--- config.mk ---
export PLATFORM = sky130hd
export DESIGN_NAME = pcm_frame_fifo
export DESIGN_NICKNAME = d
export VERILOG_FILES = /design/src/rtl/pcm_pkg.sv /design/src/rtl/pcm_frame_assembler.sv /design/src/rtl/pcm_frame_fifo.sv
export SDC_FILE = /design/constraint.sdc
export NUM_CORES = 1
export LEC_CHECK = 0
export ABC_AREA = 1
export CORE_MARGIN = 5
export CORE_UTILIZATION = 35
export DETAILED_ROUTE_END_ITERATION = 16
export PLACE_DENSITY_LB_ADDON = 0.15
export SETUP_SLACK_MARGIN = 0.15
export SLEW_MARGIN = 20
export SYNTH_ARGS = -nofsm -noshare
export SYNTH_HDL_FRONTEND = slang
export SYNTH_HIERARCHICAL = 1
export SYNTH_SLANG_ARGS = --single-unit
--- constraint.sdc ---
create_clock -name clk -period 3.66 [get_ports clk]
set_input_delay 0.915 -clock clk [delete_from_list [all_inputs] [get_ports clk]]
set_output_delay 0.915 -clock clk [all_outputs]
set_load 0.1 [all_outputs]
--- src/rtl/pcm_pkg.sv ---
// -----------------------------------------------------------------------------
// pcm_pkg
// Shared types and defaults for the PCM frame buffer.
//   pcm_sample_t : one signed PCM sample at the default width
//   pcm_frame_t  : packed array of one sample per channel; slot c sits at
//                  bits [c*PCM_DATA_W +: PCM_DATA_W]
//   chan_idx_w() : width of a channel index (at least 1 bit)
// -----------------------------------------------------------------------------
package pcm_pkg;

  localparam int PCM_DATA_W   = 16;
  localparam int PCM_CHANNELS = 2;
  localparam int PCM_DEPTH    = 16;

  typedef logic signed [PCM_DATA_W-1:0] pcm_sample_t;
  typedef pcm_sample_t [PCM_CHANNELS-1:0] pcm_frame_t;

  function automatic int chan_idx_w(input int channels);
    return (channels > 1) ? $clog2(channels) : 1;
  endfunction

endpackage

--- src/rtl/pcm_frame_assembler.sv ---
// -----------------------------------------------------------------------------
// pcm_frame_assembler
// Gathers one sample per channel into a frame. Each channel strobes on its own.
// The frame commits in the cycle where every channel is either already captured
// or strobing now. frame_data includes the samples arriving in that cycle.
// A channel that strobes twice before its frame commits keeps the newer sample
// and raises misalign_evt for that cycle.
// Ports:
//   clk, reset_n  : clock, asynchronous active-low reset
//   in_data       : CHANNELS*DATA_W per-channel samples
//   in_valid      : per-channel one-cycle strobes
//   frame_data    : assembled frame (valid when commit is high)
//   commit        : frame complete this cycle
//   misalign_evt  : a captured channel was strobed again this cycle
// -----------------------------------------------------------------------------
module pcm_frame_assembler
  import pcm_pkg::*;
#(
  parameter int DATA_W   = PCM_DATA_W,
  parameter int CHANNELS = PCM_CHANNELS
) (
  input  logic                         clk,
  input  logic                         reset_n,
  input  logic [CHANNELS*DATA_W-1:0]   in_data,
  input  logic [CHANNELS-1:0]          in_valid,
  output logic [CHANNELS*DATA_W-1:0]   frame_data,
  output logic                         commit,
  output logic                         misalign_evt
);

  logic [CHANNELS-1:0]        captured_q, captured_d;
  logic [CHANNELS*DATA_W-1:0] slots_q, slots_d;

  always_comb begin
    // NOTE: every signal assigned here gets a default first so that no
    // path leaves it unassigned, which would infer a latch.
    slots_d = slots_q;
    for (int c = 0; c < CHANNELS; c++) begin
      if (in_valid[c]) begin
        slots_d[c*DATA_W +: DATA_W] = in_data[c*DATA_W +: DATA_W];
      end
    end
    commit       = &(captured_q | in_valid);
    misalign_evt = |(captured_q & in_valid);
    captured_d   = commit ? '0 : (captured_q | in_valid);
  end

  assign frame_data = slots_d;

  // NOTE: state registers use non-blocking assignments so every flop samples
  // the pre-edge values regardless of block ordering.
  always_ff @(posedge clk or negedge reset_n) begin
    if (!reset_n) begin
      captured_q <= '0;
    end else begin
      captured_q <= captured_d;
    end
  end

  // NOTE: sample storage carries no reset; the captured mask alone decides
  // whether a slot's content means anything, so data flops stay reset-free.
  always_ff @(posedge clk) begin
    slots_q <= slots_d;
  end

endmodule

--- src/rtl/pcm_frame_fifo.sv ---
// -----------------------------------------------------------------------------
// pcm_frame_fifo
// Multi-channel PCM frame buffer: assembles per-channel samples into frames,
// stores up to DEPTH frames in a circular buffer and serialises them one word
// per transfer on a ready/valid port.
// Optional feature macro: PCM_FIFO_DROP_CNT_EN adds the saturating 8-bit
// drop_cnt output; without it neither the port nor the counter exists.
// Ports:
//   clk, reset_n        : clock, asynchronous active-low reset
//   in_data, in_valid   : per-channel samples and strobes
//   out_data, out_chan  : current word and its channel index
//   out_last            : final channel word of the frame
//   out_valid, out_ready: word handshake
//   level               : stored frame count
//   wm_req              : registered level >= WATERMARK
//   overflow, misalign  : sticky error flags
//   clr_status          : clears sticky flags (and drop_cnt); set wins
//   drop_cnt            : dropped-frame count (PCM_FIFO_DROP_CNT_EN only)
// -----------------------------------------------------------------------------
module pcm_frame_fifo
  import pcm_pkg::*;
#(
  parameter int DATA_W    = PCM_DATA_W,
  parameter int CHANNELS  = PCM_CHANNELS,
  parameter int DEPTH     = PCM_DEPTH,
  parameter int WATERMARK = 8
) (
  input  logic                                 clk,
  input  logic                                 reset_n,
  input  logic [CHANNELS*DATA_W-1:0]           in_data,
  input  logic [CHANNELS-1:0]                  in_valid,
  output logic [DATA_W-1:0]                    out_data,
  output logic [chan_idx_w(CHANNELS)-1:0]      out_chan,
  output logic                                 out_last,
  output logic                                 out_valid,
  input  logic                                 out_ready,
  output logic [$clog2(DEPTH+1)-1:0]           level,
  output logic                                 wm_req,
  output logic                                 overflow,
  output logic                                 misalign,
  input  logic                                 clr_status
`ifdef PCM_FIFO_DROP_CNT_EN
  ,
  output logic [7:0]                           drop_cnt
`endif
);

  localparam int PTR_W  = $clog2(DEPTH);
  localparam int LVL_W  = $clog2(DEPTH+1);
  localparam int CHAN_W = chan_idx_w(CHANNELS);

  localparam logic [LVL_W-1:0]  LVL_FULL = LVL_W'(DEPTH);
  localparam logic [LVL_W-1:0]  LVL_WM   = LVL_W'(WATERMARK);
  localparam logic [CHAN_W-1:0] LAST_IDX = CHAN_W'(CHANNELS-1);

  logic [CHANNELS*DATA_W-1:0] frame_data;
  logic                       commit;
  logic                       misalign_evt;

  pcm_frame_assembler #(
    .DATA_W   (DATA_W),
    .CHANNELS (CHANNELS)
  ) u_assembler (
    .clk          (clk),
    .reset_n      (reset_n),
    .in_data      (in_data),
    .in_valid     (in_valid),
    .frame_data   (frame_data),
    .commit       (commit),
    .misalign_evt (misalign_evt)
  );

  logic [CHANNELS*DATA_W-1:0] mem [DEPTH];

  logic [PTR_W-1:0]  rd_ptr_q, rd_ptr_d;
  logic [PTR_W-1:0]  wr_ptr_q, wr_ptr_d;
  logic [LVL_W-1:0]  level_q, level_d;
  logic [CHAN_W-1:0] word_idx_q, word_idx_d;
  logic              wm_req_q, wm_req_d;
  logic              overflow_q, overflow_d;
  logic              misalign_q, misalign_d;

  logic not_empty, is_last, xfer, pop, full, wr_en, drop;
  logic [CHANNELS*DATA_W-1:0] rd_frame;

  always_comb begin
    not_empty = (level_q != '0);
    is_last   = (word_idx_q == LAST_IDX);
    xfer      = not_empty && out_ready;
    pop       = xfer && is_last;
    full      = (level_q == LVL_FULL);
    // A pop in the same cycle frees the slot the commit would need.
    wr_en     = commit && (!full || pop);
    drop      = commit && full && !pop;

    word_idx_d = word_idx_q;
    if (xfer) begin
      word_idx_d = is_last ? '0 : word_idx_q + CHAN_W'(1);
    end

    rd_ptr_d = rd_ptr_q + PTR_W'(pop);
    wr_ptr_d = wr_ptr_q + PTR_W'(wr_en);

    level_d = level_q;
    case ({wr_en, pop})
      2'b10:   level_d = level_q + LVL_W'(1);
      2'b01:   level_d = level_q - LVL_W'(1);
      default: level_d = level_q;
    endcase

    // Registered from the current level so the MCU line never glitches.
    wm_req_d   = (level_q >= LVL_WM);
    overflow_d = drop | (overflow_q & ~clr_status);
    misalign_d = misalign_evt | (misalign_q & ~clr_status);
  end

  always_ff @(posedge clk or negedge reset_n) begin
    if (!reset_n) begin
      rd_ptr_q   <= '0;
      wr_ptr_q   <= '0;
      level_q    <= '0;
      word_idx_q <= '0;
      wm_req_q   <= 1'b0;
      overflow_q <= 1'b0;
      misalign_q <= 1'b0;
    end else begin
      rd_ptr_q   <= rd_ptr_d;
      wr_ptr_q   <= wr_ptr_d;
      level_q    <= level_d;
      word_idx_q <= word_idx_d;
      wm_req_q   <= wm_req_d;
      overflow_q <= overflow_d;
      misalign_q <= misalign_d;
    end
  end

  always_ff @(posedge clk) begin
    if (wr_en) begin
      mem[wr_ptr_q] <= frame_data;
    end
  end

  // Output word is forced to zero while empty so uninitialised memory never
  // reaches the port.
  assign rd_frame = mem[rd_ptr_q];

  always_comb begin
    out_data = '0;
    if (not_empty) begin
      for (int c = 0; c < CHANNELS; c++) begin
        if (word_idx_q == CHAN_W'(c)) begin
          out_data = rd_frame[c*DATA_W +: DATA_W];
        end
      end
    end
  end

  assign out_chan  = word_idx_q;
  assign out_last  = is_last;
  assign out_valid = not_empty;
  assign level     = level_q;
  assign wm_req    = wm_req_q;
  assign overflow  = overflow_q;
  assign misalign  = misalign_q;

`ifdef PCM_FIFO_DROP_CNT_EN
  logic [7:0] drop_cnt_q, drop_cnt_d;

  always_comb begin
    drop_cnt_d = clr_status ? 8'd0 : drop_cnt_q;
    if (drop && (drop_cnt_d != 8'hFF)) begin
      drop_cnt_d = drop_cnt_d + 8'd1;
    end
  end

  always_ff @(posedge clk or negedge reset_n) begin
    if (!reset_n) begin
      drop_cnt_q <= 8'd0;
    end else begin
      drop_cnt_q <= drop_cnt_d;
    end
  end

  assign drop_cnt = drop_cnt_q;
`endif

endmodule

# Word-level counts from Yosys, hierarchy flattened
# Memory sizes are Yosys's and may differ from the RTL's.
# Cells that the tools add are included.
[totals]
register_bits = 51
mem_bits_rw = 512
input_bits = 38
out_inout_bits = 27
elab_cells = 47
n_memories = 1
[mem_list]
columns = ["memory", "depth", "width", "read_ports", "rd_ports_with_merged_regs", "wr", "line", "source"]
rows = [
  ["mem", 16, 32, 1, 0, 1, "pcm_frame_fifo.sv:73", "logic [CHANNELS*DATA_W-1:0] mem [DEPTH];"],
]
[classes]
add_sub_neg = 5
n_lt_le_gt_ge = 1
n_eq_ne = 3
n_mux = 9
n_bitwise = 7
n_reduce_logical = 12
[op_table]
columns = ["op", "n"]
rows = [
  ["2-to-1 mux 16 bit", 4],
  ["one-hot mux 5 bit (2 select lines)", 1],
  ["adder 4 x 1 -> 4 bit", 2],
  ["adder 5 x 1 -> 5 bit, second input constant", 1],
  ["== test 5 bit, second input constant", 1],
  ["greater-or-equal comparator 5 x 4 -> 1 bit, second input constant", 1],
  ["logical AND 1 bit", 5],
  ["nonzero test 5 bit", 1],
  ["subtractor 5 x 1 -> 5 bit, second input constant", 1],
  ["2-to-1 mux 1 bit", 3],
  ["AND 1 bit", 2],
  ["AND 2 bit", 1],
  ["== test 2 x 1 -> 1 bit, second input constant", 1],
  ["== test 2 bit, second input constant", 1],
  ["logical NOT 1 bit", 2],
  ["2-to-1 mux 2 bit", 1],
  ["bitwise OR 1 bit", 2],
  ["bitwise OR 2 bit", 1],
  ["AND reduction 2 bit", 1],
  ["nonzero test 2 bit", 1],
  ["OR reduction 2 bit", 1],
  ["adder 1 bit, second input constant", 1],
  ["logical OR 1 bit", 1],
  ["NOT 1 bit", 1],
]

# Logic depth before layout (Yosys ltp)
[depth]
depth_word = 7
depth_mapped = 14
mapped_depth_nobuf = 13

# Cells and area by module
# The synthesis kept the hierarchy.
[by_module_without_submodules]
columns = ["mod", "instances", "cells_per_inst", "area_per_inst_um2"]
rows = [
  ["pcm_frame_fifo", 1, 1535, 20983.9],
  ["pcm_frame_assembler", 1, 150, 1199.9],
]

# Worst setup path after synthesis
# Ideal clock, no wire load.
[synth_path]
kind = "reg-to-output"
start = "register level_q[0], in the netlist level[0]"
end = "output out_data[10]"
t_arrival_ns = 3.817
path_slack_ns = -1.072
path_stages_with_launch = 7
path_cell_list = "dfrtp_1 nor2_1 nand3_1 buf_6 clkbuf_1 nand2_1 nor2_1"
[synth_via]
elab_chain_cells = 2
[synth_lines]
columns = ["element", "line", "source"]
rows = [
  ["start: declaration", "pcm_frame_fifo.sv:77", "logic [LVL_W-1:0] level_q, level_d;"],
  ["start signal: assignment", "pcm_frame_fifo.sv:129", "level_q <= level_d;"],
  ["nonzero test 5 bit", "pcm_frame_fifo.sv:87", "not_empty = (level_q != '0);"],
  ["net out_valid", "pcm_frame_fifo.sv:35", "output logic out_valid,"],
  ["2-to-1 mux 16 bit", "pcm_frame_fifo.sv:149", "if (not_empty) begin"],
  ["end: declaration", "pcm_frame_fifo.sv:32", "output logic [DATA_W-1:0] out_data,"],
]
# The timed path passes the listed nets, and every way through them passes these cells.

# Worst setup path after layout
[layout_path]
start = "register rd_ptr_q[0]"
end = "output out_data[9]"
[layout_via]
elab_chain_cells = 3
[layout_lines]
columns = ["element", "line", "source"]
rows = [
  ["start: declaration", "pcm_frame_fifo.sv:75", "logic [PTR_W-1:0] rd_ptr_q, rd_ptr_d;"],
  ["start signal: assignment", "pcm_frame_fifo.sv:127", "rd_ptr_q <= rd_ptr_d;"],
  ["memory read (16 x 32 bit)", "--", ""],
  ["2-to-1 mux 16 bit", "pcm_frame_fifo.sv:151", "if (word_idx_q == CHAN_W'(c)) begin"],
  ["2-to-1 mux 16 bit", "pcm_frame_fifo.sv:149", ""],
]
# No other way between the ends.

==> results.sh <==
export IMPL_syn_area_per_cell_um2=13.2
export IMPL_yosys_area_share_simple=0.0959
export IMPL_place_inst=2549
export IMPL_drc=0
export IMPL_cp_num_buf_inv=4
export IMPL_htreeDepth=2
export IMPL_cp_start_kind="register"
export IMPL_yosysUniqueCellTypes=39
export IMPL_worst_ir_drop_vdd_v=0.000893
export IMPL_synthTopCellsByArea="edfxtp_1 69%, o21ai_0 5.3%, nor2_1 5.3%"
export IMPL_tightest_slew_ns=0.968
export IMPL_synth_top_family_by_area="compound AO/OA/AOI/OAI gates"
export IMPL_path_cells="buf_8 -> clkinv_16 -> buf_16 -> nor2_2 -> o22ai_1 -> o21ai_1 -> o211ai_1 -> nand2_1 -> nor2_4 -> buf_12"
export IMPL_drtIter0Drc=1338
export IMPL_fin_area_um2=28000
export IMPL_viasPerCell=5.37
export IMPL_yosys_area_top_type="edfxtp_1"
export IMPL_maxSlewHeadroom=0.353
export IMPL_cts_sinks=563
export IMPL_synth_edff_count=512
export IMPL_start_util=0.352
export IMPL_globalRouteOverflowTotal=0
export IMPL_fin_skew_ns=0.0199
export IMPL_grt_usage=0.197
export IMPL_timing_rr_start="out_chan$_DFFE_PN0N_"
export IMPL_wl_met2_um=33100
export IMPL_synth_compound_area_frac=0.116
export IMPL_synth_xor_area_share=0.00316
export IMPL_rsz0062_at_grt="true"
export IMPL_cp_num_cells=10
export IMPL_cp_top_family="compound AO/OA/AOI/OAI gates"
export IMPL_netlist_area_um2=22200
export IMPL_ctsHoldBuffers=0
export IMPL_dpl_cell_area_um2=24400
export IMPL_yosysWarnings=6
export IMPL_num_io_pins=65
export IMPL_netlist_instances=1685
export IMPL_async_flop_share=0.0337
export IMPL_postRouteAntennaNets=0
export IMPL_cts_buffers=59
export IMPL_multiInputGateArea_um2=5400
export IMPL_synth_flop_cell="edfxtp_1"
export IMPL_crit_required_ns=2.74
export IMPL_drt_pass1_iterations=5
export IMPL_synth_seq_area_share=0.743
export IMPL_reg2reg_depth=7
export IMPL_critPathMaxFanout=11
export IMPL_regToRegEndpoint="mem[7][10]$_DFFE_PP_"
export IMPL_finalHoldViolCount=0
export IMPL_clkLatencyLatePin_ns=0.62
export IMPL_status="complete, no violations"
export IMPL_end_kind="output pin"
export IMPL_nNetsFinal=1864
export IMPL_dieArea_um2=68500
export IMPL_chipWidth_um=262
export IMPL_wl_met3_um=3270
export IMPL_p_per_area_nw_per_um2=951
export IMPL_root_buffer="clkbuf_16"
export IMPL_ys_seq_elements=563
export IMPL_wl_um=69400
export IMPL_slowest_delay_ns=0.49
export IMPL_grt_max_degree=65
export IMPL_min_path_type="in -> async"
export IMPL_cts_clk_slew_worst_paths_ns=0.06
export IMPL_grt_pass1_vias=14700
export IMPL_finalNonFillerCells=2718
export IMPL_clock_fmax_ghz=0.277
export IMPL_synthMuxAreaShare=0.00180
export IMPL_layout_area_overhead_vs_synth_pct=26.0
export IMPL_crit_path_top_delay_cell="dfrtp_4"
export IMPL_slew_viol_final=0
export IMPL_timing_final_crit_share=0.987
export IMPL_dp_hpwl_um=35000
export IMPL_fillers=5664
export IMPL_grt_pass1_wl_um=99400
export IMPL_num_vias=14600
export IMPL_rows=92
export IMPL_cap_violations=0
export IMPL_crit_arrival_ns=2.70
export IMPL_met1Wirelength_um=30700
export IMPL_avgRoutedWirePerCell_um=25.5
export IMPL_synthAdderAreaFrac=0.00338
export IMPL_tritoncts="built"
export IMPL_fin_crit_ns=3.61
export IMPL_cts_buffer_depth=3
export IMPL_place_gp_congestion=0.747
export IMPL_core_um2=63000
export IMPL_ff2ff_setup_slack_ns=0.80
export IMPL_synth_top_area_frac=0.693
export IMPL_antenna_found_initial=2
export IMPL_highest_layer="met4"
export IMPL_port_buffers=64
export IMPL_dieHeight_um=262
export IMPL_worstSetupPathType="reg -> out"
export IMPL_drive_above_1_share=0.193
export IMPL_leakage_nw=9.50
export IMPL_setup_viol=0
export IMPL_totalPowerFinal_w=0.0266
export IMPL_syn_nets=1729
export IMPL_seq_area_um2=16500
cell type report:
type | count | share of cell area
Inverter | 25 | 0.00519
Tap cell | 846 | 0.0379
Antenna cell | 1 | 0.0000895
Clock buffer | 85 | 0.0610
Sequential cell | 563 | 0.590
Timing Repair inverter | 1 | 0.000582
Multi-Input combinational cell | 983 | 0.193
Clock inverter | 27 | 0.0106
Timing Repair Buffer | 187 | 0.101
power by group:
group	leakage [nW]	internal (W)	total (W)	switching, W
Sequential	5.15	0.00771	0.00802	0.000311
Combinational	3.37	0.00444	0.0124	0.00799
Clock	0.979	0.00365	0.00613	0.00249
registers in the layout (all words and copies together) (netlist names):
| register | cells |
|---|---|
| overflow | 1 |
| rd_ptr_q | 4 |
| u_assembler/slots_q | 32 |
| mem | 512 |
| level | 5 |
| wr_ptr_q | 4 |
| u_assembler/captured_q | 2 |
| wm_req | 1 |
| misalign | 1 |
| out_chan | 1 |
worst max path at each step:
stage	startpoint	end	slack (ns)
final	rd_ptr_q[0]$_DFF_PN0_	out_data[9]	0.05
after floorplan	level[1]$_DFFE_PN0P_	out_data[10]	-0.09
after detailed placement	out_ready	mem[7][25]$_DFFE_PP_	0.28
after global routing	rd_ptr_q[0]$_DFF_PN0_	out_data[3]	-0.09
after CTS	rd_ptr_q[0]$_DFF_PN0_	out_data[9]	-0.007
after global placement	out_ready	mem[7][30]$_DFFE_PP_	0.26
placed cells by master, fill, tap and decap left out, drive strengths merged, types with 4 or more instances in the layout:
cell type	n
a21oi	9
buf	142
bufinv	6
clkbuf	93
clkdlybuf4s50	37
clkinv	19
dfrtp	19
dfxtp	32
edfxtp	512
ha	6
inv	25
mux2i	4
nand2	161
nand3	59
nor2	313
o211ai	15
o21ai	271
o221ai	87
o22ai	38
xor2	7
timing repair:
| action | 4_1_cts | 5_1_grt |
|---|---|---|
| setup endpoints to repair | 16 | 16 |
| pin swaps | 51 | 49 |
| buffers inserted | 24 | 7 |
| cloned | 17 | 8 |
| gates resized for setup | 121 | 56 |
cells in the mapped netlist, types with 2 or more instances:
cell and instances:
mux2i_1 4, inv_6 2, a31oi_1 3, nand2_1 157
o21a_1 2, o211ai_1 15, o21ai_0 236, nor2_1 312
ha_1 6, buf_2 17, o21ai_1 35, buf_1 7
clkbuf_1 44, dfrtp_1 19, inv_1 19, nand2_2 4
inv_2 3, xor2_1 7, buf_6 16, edfxtp_1 512
nand3_1 59, clkbuf_2 4, o21bai_1 2, buf_4 23
dfxtp_1 32, o22ai_1 38, a21oi_1 9, o221ai_1 87
kinds of logic (layout without fill, tap and decap cells):
logic type / Yosys count / in the layout
DFF: 563 / 563
and+or+nand+nor: 537 / 537
AOI/OAI and AO/OA: 428 / 428
buffers and inverters: 139 / 325
xor gates and xnor gates: 8 / 8
adders and majority gates: 6 / 6
muxes: 4 / 4
other: 0 / 1
through the flow:
stage	hold slack (ns)	setup WS [ns]	TNS, ns	util
global route	0.276	-0.0854	-0.452	0.444
detailed placement	0.512	0.279	0	0.387
CTS	0.521	-0.00688	-0.0147	0.437
floorplan	0.495	-0.0926	-0.0926	-
finish	0.265	0.0460	0	0.444
global placement	0.509	0.262	0	0.387
per-layer routing:
layer	track usage	vias up
met5	0	-
met4	0.0693	0
met3	0.0270	134
met2	0.321	425
met1	0.274	7482
li1	-	6551
Note: power is estimated with default switching activity, not from simulation.
